File: src/rtl/ctrl_pipe_chain_if.sv
// rtl/ctrl_pipe_chain_if.sv - control-word pipeline bus bundle
interface ctrl_pipe_chain_if #(
  parameter int WIDTH  = 16,
  parameter int STAGES = 3,
  parameter int CNT_W  = 4
);
  logic [WIDTH-1:0]        in_ctrl;
  logic                    in_valid;
  logic [STAGES-1:0]       stall;
  logic [STAGES-1:0]       flush;
  logic                    in_ready;
  logic [STAGES*WIDTH-1:0] stage_ctrl;
  logic [STAGES-1:0]       stage_valid;
  logic                    retire;
  logic [CNT_W-1:0]        occupancy;

  modport master (
    output in_ctrl, in_valid, stall, flush,
    input  in_ready, stage_ctrl, stage_valid, retire, occupancy
  );

  modport slave (
    input  in_ctrl, in_valid, stall, flush,
    output in_ready, stage_ctrl, stage_valid, retire, occupancy
  );
endinterface

File: src/rtl/ctrl_pipe_chain.sv
// rtl/ctrl_pipe_chain.sv - decoded control-word pipeline with stall, flush, bubbles and occupancy
module ctrl_pipe_chain #(
  parameter int WIDTH  = 16,
  parameter int STAGES = 3,
  parameter int CNT_W  = 4
) (
  input  logic               clk,
  input  logic               rst,
  ctrl_pipe_chain_if.slave   bus
);

  logic [STAGES-1:0]             hold;
  logic [STAGES-1:0]             hold_prev;
  logic [STAGES-1:0]             valid_q;
  logic [STAGES-1:0]             valid_d;
  logic [STAGES-1:0]             valid_prev;
  logic [STAGES-1:0][WIDTH-1:0]  ctrl_q;
  logic [STAGES-1:0][WIDTH-1:0]  ctrl_d;
  logic [STAGES-1:0][WIDTH-1:0]  ctrl_prev;
  logic [WIDTH-1:0]              in_word;
  logic [CNT_W-1:0]              occ_q;
  logic [CNT_W-1:0]              occ_d;

  // A stage holds when it or any stage downstream of it stalls.
  always_comb begin
    hold = '0;
    for (int k = 0; k < STAGES; k++) begin
      hold[k] = |(bus.stall >> k);
    end
  end

  // Decode acts as a virtual stage -1 that never holds; an invalid decode slot carries ctrl 0.
  assign in_word    = bus.in_valid ? bus.in_ctrl : '0;
  assign hold_prev  = {hold[STAGES-2:0], 1'b0};
  assign valid_prev = {valid_q[STAGES-2:0], bus.in_valid};
  assign ctrl_prev  = {ctrl_q[STAGES-2:0], in_word};

  // Next stage contents: flush beats hold, a held upstream stage injects a bubble, else shift.
  always_comb begin
    valid_d = valid_q;
    ctrl_d  = ctrl_q;
    occ_d   = '0;
    for (int k = 0; k < STAGES; k++) begin
      if (bus.flush[k]) begin
        valid_d[k] = 1'b0;
        ctrl_d[k]  = '0;
      end else if (hold[k]) begin
        valid_d[k] = valid_q[k];
        ctrl_d[k]  = ctrl_q[k];
      end else if (hold_prev[k]) begin
        valid_d[k] = 1'b0;
        ctrl_d[k]  = '0;
      end else begin
        valid_d[k] = valid_prev[k];
        ctrl_d[k]  = ctrl_prev[k];
      end
      occ_d = occ_d + {{(CNT_W-1){1'b0}}, valid_d[k]};
    end
  end

  // Stage registers and occupancy; reset discards everything in flight.
  always_ff @(posedge clk) begin
    if (rst) begin
      valid_q <= '0;
      ctrl_q  <= '0;
      occ_q   <= '0;
    end else begin
      valid_q <= valid_d;
      ctrl_q  <= ctrl_d;
      occ_q   <= occ_d;
    end
  end

  assign bus.in_ready    = ~hold[0] & ~rst;
  assign bus.retire      = valid_q[STAGES-1] & ~hold[STAGES-1];
  assign bus.stage_ctrl  = ctrl_q;
  assign bus.stage_valid = valid_q;
  assign bus.occupancy   = occ_q;

endmodule

File: src/flat_wrapper.sv
// flat-port wrapper written by rule: the top's interface ports become plain ports
module ctrl_pipe_chain_flat 
#(
  parameter int WIDTH  = 16,
  parameter int STAGES = 3,
  parameter int CNT_W  = 4
)
  (clk, rst, bus_in_ctrl, bus_in_valid, bus_stall, bus_flush, bus_in_ready, bus_stage_ctrl, bus_stage_valid, bus_retire, bus_occupancy);
  ctrl_pipe_chain_if #(.WIDTH(WIDTH), .STAGES(STAGES), .CNT_W(CNT_W)) bus_i ();
  input  logic clk;
  input  logic rst;
  input wire logic [$bits(bus_i.in_ctrl)-1:0] bus_in_ctrl;
  input wire logic [$bits(bus_i.in_valid)-1:0] bus_in_valid;
  input wire logic [$bits(bus_i.stall)-1:0] bus_stall;
  input wire logic [$bits(bus_i.flush)-1:0] bus_flush;
  output wire logic [$bits(bus_i.in_ready)-1:0] bus_in_ready;
  output wire logic [$bits(bus_i.stage_ctrl)-1:0] bus_stage_ctrl;
  output wire logic [$bits(bus_i.stage_valid)-1:0] bus_stage_valid;
  output wire logic [$bits(bus_i.retire)-1:0] bus_retire;
  output wire logic [$bits(bus_i.occupancy)-1:0] bus_occupancy;
  assign bus_i.in_ctrl = bus_in_ctrl;
  assign bus_i.in_valid = bus_in_valid;
  assign bus_i.stall = bus_stall;
  assign bus_i.flush = bus_flush;
  assign bus_in_ready = bus_i.in_ready;
  assign bus_stage_ctrl = bus_i.stage_ctrl;
  assign bus_stage_valid = bus_i.stage_valid;
  assign bus_retire = bus_i.retire;
  assign bus_occupancy = bus_i.occupancy;
  ctrl_pipe_chain #(.WIDTH(WIDTH), .STAGES(STAGES), .CNT_W(CNT_W)) u_core (.clk(clk), .rst(rst), .bus(bus_i));
endmodule
File: config.mk
export PLATFORM = sky130hd
export DESIGN_NAME = ctrl_pipe_chain_flat
export DESIGN_NICKNAME = d
export VERILOG_FILES = /design/src/rtl/ctrl_pipe_chain_if.sv /design/src/rtl/ctrl_pipe_chain.sv /design/src/flat_wrapper.sv
export SDC_FILE = /design/constraint.sdc
export NUM_CORES = 1
export LEC_CHECK = 0
export ABC_AREA = 0
export CAP_MARGIN = 5
export CORE_UTILIZATION = 41
export CTS_CLUSTER_DIAMETER = 50
export DETAILED_ROUTE_END_ITERATION = 7
export GPL_ROUTABILITY_DRIVEN = 1
export PLACE_DENSITY = 0.72
export SYNTH_ARGS = -nofsm -noshare
export SYNTH_HDL_FRONTEND = slang
export SYNTH_SLANG_ARGS = --single-unit
File: constraint.sdc
create_clock -name clk -period 5.6 [get_ports clk]
set_input_delay 1.4 -clock clk [delete_from_list [all_inputs] [get_ports clk]]
set_output_delay 1.4 -clock clk [all_outputs]
set_load 0.01 [all_outputs]
# Word level (Yosys, flattened, before mapping)
# Cells that the tools add are included.
[op_classes] addsub=2 bitwise=5 n_reduce_logical=5 mux=11
[op_table] cell="$mux 16" n=3
[op_table] cell="$mux 1" n=8
[op_table] cell="$reduce_or 2->1" n=4
[op_table] cell="$add 4x1->4" n=1
[op_table] cell="$not 1->1" n=3
[op_table] cell="$reduce_or 3->1" n=1
[op_table] cell="$add 1x1->2" n=1
[op_table] cell="$and 1x1->1" n=2
[totals] reg_bits=55 elab_cells=28 input_bits=25 out_inout_bits=57

# Logic depth before layout (Yosys ltp)
# Gate-level depths: netlist (run 1).
[depth] depth_word=6 ltp_mapped=8 depth_no_buf=6

# Least setup slack after synthesis (run 1)
# OpenSTA, ideal clock, no wires.
[synth_timing] kind="input to output" startpoint="input bus_stall[2]" endpoint="output bus_in_ready" arrival_ns=2.290 path_buffers=3 path_stages=4 required_ns=4.200 slack_ns=1.910 cell_sequence="buf_6 > buf_2 > buf_2 > nor4_1"
[synth_via] elab_chain_len=3
[synth_lines] element="start: declaration" line="flat_wrapper.sv:14" text="input wire logic [$bits(bus_i.stall)-1:0] bus_stall;"
[synth_lines] element="$reduce_or 3->1" line="ctrl_pipe_chain.sv:28" text="hold[k] = |(bus.stall >> k);"
[synth_lines] element="$not 1->1" line="ctrl_pipe_chain.sv:74" text="assign bus.in_ready = ~hold[0] & ~rst;"
[synth_lines] element="$and 1x1->1" line="ctrl_pipe_chain.sv:74"
[synth_lines] element="end: declaration" line="flat_wrapper.sv:16" text="output wire logic [$bits(bus_i.in_ready)-1:0] bus_in_ready;"
# No other way between the ends.

# Worst setup path in the final report (run 1)
[layout_timing] startpoint="input bus_stall[0]" endpoint="output bus_in_ready"
# The elaborated chain is that of the path after synthesis.

==> results of run 1 <==
[power by group]
| part | leakage [nW] | internal (mW) | switching [mW] | total [mW] |
|---|---|---|---|---|
| Sequential | 0.435 | 0.385 | 0.000911 | 0.386 |
| Combinational | 0.597 | 0.0265 | 0.0316 | 0.0581 |
| Clock | 0.0714 | 0.191 | 0.125 | 0.316 |
[cells in the mapped netlist]
master	count	area share (%)
nor3b_1	16	4.8
or2_2	2	0.50
nor4bb_1	16	6.3
ha_1	3	1.5
nor3_4	1	0.64
nor4_1	1	0.25
conb_1	1	0.15
mux2_2	16	7.1
buf_2	7	1.4
o21ai_0	17	3.4
buf_4	1	0.30
or3b_1	12	4.2
nor2b_1	4	0.99
o31ai_1	1	0.30
nand2_1	17	2.5
buf_6	7	3.1
or4b_1	18	7.1
dfxtp_1	54	43
buf_1	2	0.30
a211oi_2	1	0.50
fa_1	1	0.79
or3b_2	5	1.7
clkbuf_1	13	1.9
a21oi_1	37	7.3
[cell families after synthesis]
family | share of synthesized area, %
AOI/OAI and AO/OA | 11.5
muxes | 7.14
and+or+nand+nor | 29.1
adders and majority gates | 2.28
DFF | 42.8
buffers and inverters | 7.04
other | 0.149
[per-layer routing]
layer	vias to the layer above	global-route usage [%]	share of wire, %
met5	-	0	0
met3	6	3.86	4.8
met4	0	5.54	1.5
met1	933	25.3	49
li1	1038	-	-
met2	55	26.6	45
[stage by stage]
step | hold WS, ns | util (%) | worst slack [ns] | instance area, µm²
finish | 0.470 | 57.5 | 0.958 | 3400
global route | 0.490 | 57.5 | 0.810 | 3400
CTS | 0.469 | 57.5 | 0.913 | 3400
detailed placement | 0.455 | 55.1 | 0.914 | 3260
global placement | 0.446 | 55.1 | 0.958 | 3260
floorplan | 0.481 | - | 1.91 | 2520
[critical path, delay by kind of cell]
| kind | cells | cell delay [ns] |
|---|---|---|
| buffers and inverters | 2 | 1.34 |
| and+or+nand+nor | 1 | 0.50 |
[worst min-delay path by stage]
| stage | from | endpoint | cells past startpoint |
|---|---|---|---|
| finish | u_core.bus.stage_ctrl[33]$_SDFFE_PP0N_ | u_core.bus.stage_ctrl[33]$_SDFFE_PP0N_ | 2 |
| global route | u_core.bus.stage_ctrl[40]$_SDFFE_PP0N_ | u_core.bus.stage_ctrl[40]$_SDFFE_PP0N_ | 2 |
| CTS | u_core.bus.stage_ctrl[37]$_SDFFE_PP0N_ | u_core.bus.stage_ctrl[37]$_SDFFE_PP0N_ | 2 |
| detailed placement | u_core.bus.stage_ctrl[37]$_SDFFE_PP0N_ | u_core.bus.stage_ctrl[37]$_SDFFE_PP0N_ | 2 |
| global placement | u_core.bus.stage_ctrl[32]$_SDFFE_PP0N_ | u_core.bus.stage_ctrl[32]$_SDFFE_PP0N_ | 2 |
| floorplan | u_core.bus.stage_ctrl[32]$_SDFFE_PP0N_ | u_core.bus.stage_ctrl[32]$_SDFFE_PP0N_ | 2 |
[layout make-up]
cell class,count,area [µm²],share of cell area [%]
flip-flops and latches,54,1080,31.8
multi-input cells,169,1260,37.2
clock buffers,6,82.6,2.43
repair buffers,84,821,24.1
clock inverters,2,60.1,1.76
well taps,75,93.8,2.76
[state kept, by name, indices dropped and copies added (netlist names)]
signal,count
u_core.bus.occupancy,3
u_core.bus.stage_valid,3
u_core.bus.stage_ctrl,48
==> out/metrics.yaml, run 1 <==
outcome:
  status: "finished clean"
clock_tree:
  numCtsBuffers: 5
  tritoncts: "done"
  clk_path_buf_depth: 2
  cts_root_buffer: "clkbuf_8"
  post_cts_buffers: 0
  clkLatencyLatePin_ns: 0.30
  post_cts_resized: 0
  cts.clk_slew.worst_paths_ns: 0.09
  cts_hold_buf: 0
  cts.sinks: 54
  h-tree-depth: 2
critical_path:
  slowest_delay_ns: 0.72
  crit_end: "bus_in_ready"
  ff2ff_path_depth: 6
  r2r_start: "u_core.bus.stage_valid[0]$_SDFF_PP0_"
  path_class: "input pin to output port"
  cp.arrival_ns: 3.24
  startpoint_type: "input pin"
  cp-end-kind: "output port"
  regToRegSetupSlack_ns: 3.66
  cp_common_cell: "clkdlybuf4s50_1"
  crit_chain: "clkdlybuf4s50_1 -> nor4_1 -> clkdlybuf4s50_1"
  required_ns: 4.20
  r2r-end: "u_core.bus.occupancy[2]$_SDFF_PP0_"
  crit_path_max_fanout: 21
  crit_path_start: "bus_stall[0]"
  cpMaxStageDelayCell: "clkdlybuf4s50_1"
global_route:
  grt_overflow: 0
  grt_pass1_vias: 1818
  grt_pass1_wl_um: 8870
  antenna_found_initial: 0
  grt_max_degree: 73
  track_usage_pct: 17.8
routing:
  final_antenna_net_count: 0
  drt_first_pass_iters: 4
  drc: 0
  routed_wl_um: 5400
  drt_iter0_drc: 175
  viasPerCell: 5.21
  num_vias: 2032
  wl_per_cell_um: 13.8
sta:
  max_slew_margin_pct: 50.5
  setup_viol: 0
  tightest_slew_ns: 0.740
  fmax_mhz: 215
  hold_viol_final: 0
  fin_crit_sh_pct: 82.9
  skew_ns: 0.00235
  fin_crit_ns: 4.64
  rsz0062_at_grt: "false"
  final_max_slew_viol_count: 0
  fin_tns_setup_ns: 0
cells_and_area:
  layout.nets: 343
  drive_above_1_share_pct: 12.4
  diodes: 0
  layout_commonest_cell: "clkdlybuf4s50_1"
  area_growth_pct: 34.9
  fill_cells: 562
  final_cell_mix: "78 x clkdlybuf4s50_1, 54 x dfxtp_1, 37 x a21oi_1, 18 x or4b_1"
  final_cells: 390
floorplan:
  die_x_um: 80.5
  ios: 82
  num_rows: 28
  die_y_um: 80.5
  core_mm2: 0.00592
  dieArea_mm2: 0.00647
  start_util_pct: 42.6
synth:
  syn-num-nets: 282
  synthDistinctLibCells: 24
  synth_warnings: 0
  ys_ff_latch: 54
  synth_cells: 253
  syn_avg_cell_area_um2: 9.97
  synth-seq-area-share_pct: 42.8
  synthesis.area_mm2: 0.00252
placed_design:
  placed_cells: 382
  dpl.hpwl_um: 3700
  gp_congestion: 0.828
  io_buffer_count: 80
min_path:
  worst_hold_path_type: "flop to flop"
job:
  cap_violations: 0
pwr:
  finalPower_mw: 0.760
  peakVddDrop_uv: 136
  p_per_area_mw_per_mm2: 223
  leakagePower_nw: 1.10
Note: power is estimated with default switching activity, not from simulation.
==> inputs of run 2 (changes only) <==
==> constraint.sdc (replaced) <==
create_clock -name clk -period 4.5 [get_ports clk]
set_input_delay 1.125 -clock clk [delete_from_list [all_inputs] [get_ports clk]]
set_output_delay 1.125 -clock clk [all_outputs]
set_load 0.01 [all_outputs]
==> out/metrics.yaml, run 2 (same netlist as run 1, synthesis figures left out) <==
cells_and_area:
  diodes: 0  # unchanged
  drive_above_1_share_pct: 12.9  # +0.55 points
  layout.nets: 345  # +0.58%
  largest_reg_flops: 48  # unchanged
  area_growth_pct: 34.3
  layout_commonest_cell: "clkdlybuf4s50_1"
  fill_cells: 558  # -0.71%
  final_cell_mix: "78 x clkdlybuf4s50_1, 54 x dfxtp_1, 37 x a21oi_1, 18 x or4b_1"
clock_tree:
  clk_path_buf_depth: 2  # unchanged
  post_cts_buffers: 0  # unchanged
  tritoncts: "done"
  cts_root_buffer: "clkbuf_8"
  cts_hold_buf: 0  # unchanged
  clkLatencyLatePin_ns: 0.31  # about the same
  numCtsBuffers: 5  # unchanged
  cts.clk_slew.worst_paths_ns: 0.09  # about the same
  cts.sinks: 54  # unchanged
  h-tree-depth: 2  # unchanged
  post_cts_resized: 0  # unchanged
outcome:
  status: "finished clean"
critical_path:
  crit_family: "buffers and inverters"
  cp_common_cell: "clkdlybuf4s50_1"
  regToRegSetupSlack_ns: 2.49  # -1.17 ns
  crit_path_max_fanout: 2  # -90%
  cp-end-kind: "output port"
  ff2ff_path_depth: 6  # unchanged
  path_class: "input pin to output port"
  r2r-end: "u_core.bus.occupancy[2]$_SDFF_PP0_"
  slowest_delay_ns: 0.61  # -0.11 ns
  startpoint_type: "input pin"
  r2r_start: "u_core.bus.stage_valid[0]$_SDFF_PP0_"
  crit_path_start: "bus_stall[0]"
  cpMaxStageDelayCell: "clkdlybuf4s50_1"
  path_buf_inv: 2  # unchanged
  cp_num_cells: 3  # unchanged
  crit_end: "bus_in_ready"
  required_ns: 3.38  # -0.82 ns
  cp.arrival_ns: 2.52  # -0.72 ns
  crit_chain: "clkdlybuf4s50_1 -> nor4_1 -> clkdlybuf4s50_1"
sta:
  fin_tns_setup_ns: 0  # unchanged
  fin_crit_sh_pct: 81.1
  final.setup.worst_slack_ns: 0.853  # -0.105 ns
  max_slew_margin_pct: 49.2  # -1.3 points
  fin_crit_ns: 3.65
  rsz0062_at_grt: "false"
  skew_ns: 0.00591  # +0.00356 ns
  hold_viol_final: 0  # unchanged
  final_max_slew_viol_count: 0  # unchanged
  tightest_slew_ns: 0.759  # +0.0187 ns
  fmax_mhz: 274
  setup_viol: 0  # unchanged
routing:
  drt_first_pass_iters: 4  # unchanged
  drt_iter0_drc: 128  # -27%
  final_antenna_net_count: 0  # unchanged
  wl_per_cell_um: 13.9  # +0.36%
  drc: 0  # unchanged
  routed_wl_um: 5450  # +0.87%
  viasPerCell: 5.26  # +0.86%
  num_vias: 2060  # +1.4%
placed_design:
  gp_congestion: 0.821  # -0.87%
  dp_slack_ns: 0.813  # -0.100 ns
  io_buffer_count: 80  # unchanged
pwr:
  p_seq_share_pct: 54.5  # +3.7 points
  comb_power_share_pct: 8.4  # +0.8 points
  internal-power_mw: 0.679  # +13%
  leakagePower_nw: 1.09  # -1.0%
  p_clk_share_pct: 37.1  # -4.5 points
  net-switching-power_mw: 0.202  # +28%
  p_sw_share_pct: 23.0  # +2.2 points
  peakVddDrop_uv: 111  # -19%
  p_per_area_mw_per_mm2: 260  # +16%
floorplan:
  core_mm2: 0.00592  # unchanged
  dieArea_mm2: 0.00647  # unchanged
  ios: 82  # unchanged
  die_x_um: 80.5  # unchanged
  start_util_pct: 42.6  # unchanged
  num_rows: 28  # unchanged
  die_y_um: 80.5  # unchanged
global_route:
  track_usage_pct: 17.6  # -0.25 points
  grt_max_degree: 60  # -18%
  grt_overflow: 0  # unchanged
  antenna_found_initial: 0  # unchanged
  grt_pass1_vias: 1843  # +1.4%
  grt_pass1_wl_um: 8880  # about the same
min_path:
  worst_hold_path_type: "flop to flop"
job:
  cap_violations: 0  # unchanged
## run 2: changes by cell type in the layout (fill, tap and decap cells not counted)
cell	before	now
clkbuf_8	6	5
bufinv_16	2	1
clkinvlp_4	0	2
buf_4	4	6
## run 2: metal layers
metal | vias up | GRT usage (%) | share of wire [%]
met2 | 56 | 26.2 | 44
met1 | 947 | 24.9 | 50
li1 | 1050 | - | -
met4 | 0 | 6.96 | 1.6
met3 | 7 | 3.07 | 4.6
met5 | - | 0 | 0
## run 2: layout make-up
cell class	instances	area, µm²	share of cell area [%]
Tap cell	75	93.8	2.77
Sequential cell	54	1080	31.9
Clock buffer	5	68.8	2.03
Multi-Input combinational cell	169	1260	37.3
Timing Repair Buffer	86	836	24.7
Clock inverter	3	45.0	1.33
## run 2: worst min path at each step
stage | start | endpoint | slack, ns | cells past startpoint
finish | u_core.bus.stage_ctrl[32]$_SDFFE_PP0N_ | u_core.bus.stage_ctrl[32]$_SDFFE_PP0N_ | 0.46 | 2
CTS | u_core.bus.stage_ctrl[32]$_SDFFE_PP0N_ | u_core.bus.stage_ctrl[32]$_SDFFE_PP0N_ | 0.46 | 2
floorplan | u_core.bus.stage_ctrl[32]$_SDFFE_PP0N_ | u_core.bus.stage_ctrl[32]$_SDFFE_PP0N_ | 0.48 | 2
global placement | u_core.bus.stage_ctrl[32]$_SDFFE_PP0N_ | u_core.bus.stage_ctrl[32]$_SDFFE_PP0N_ | 0.45 | 2
global route | u_core.bus.stage_ctrl[36]$_SDFFE_PP0N_ | u_core.bus.stage_ctrl[36]$_SDFFE_PP0N_ | 0.49 | 2
detailed placement | u_core.bus.stage_ctrl[32]$_SDFFE_PP0N_ | u_core.bus.stage_ctrl[32]$_SDFFE_PP0N_ | 0.45 | 2
## run 2: worst reg2reg max path: cells and delay by family, from the launching register on
| kind | cells | cell delay [ns] |
|---|---|---|
| simple gates | 2 | 0.59 |
| flops | 1 | 0.37 |
| compound gates | 1 | 0.30 |
| fa+ha+maj | 3 | 0.63 |
## run 2: power groups by stage
stage          Combinational [mW]  Sequential [mW]  Clock, mW
6_report                   0.0737            0.480      0.327
5_1_grt                    0.0803            0.481      0.356
4_1_cts                    0.0741            0.480      0.336
3_5_place_dp               0.0742            0.491          0
3_3_place_gp               0.0734            0.491          0
2_1_floorplan              0.0474            0.492          0
## run 2: per-stage QoR
stage	cell area, µm²	util, %	power (mW)	hold WS (ns)	std cells
CTS	3390	57.2	0.890	0.461	392
global route	3390	57.2	0.917	0.491	392
global placement	3280	55.3	0.565	0.445	384
finish	3390	57.2	0.881	0.459	392
detailed placement	3280	55.3	0.565	0.447	384
floorplan	2520	-	0.539	0.481	253
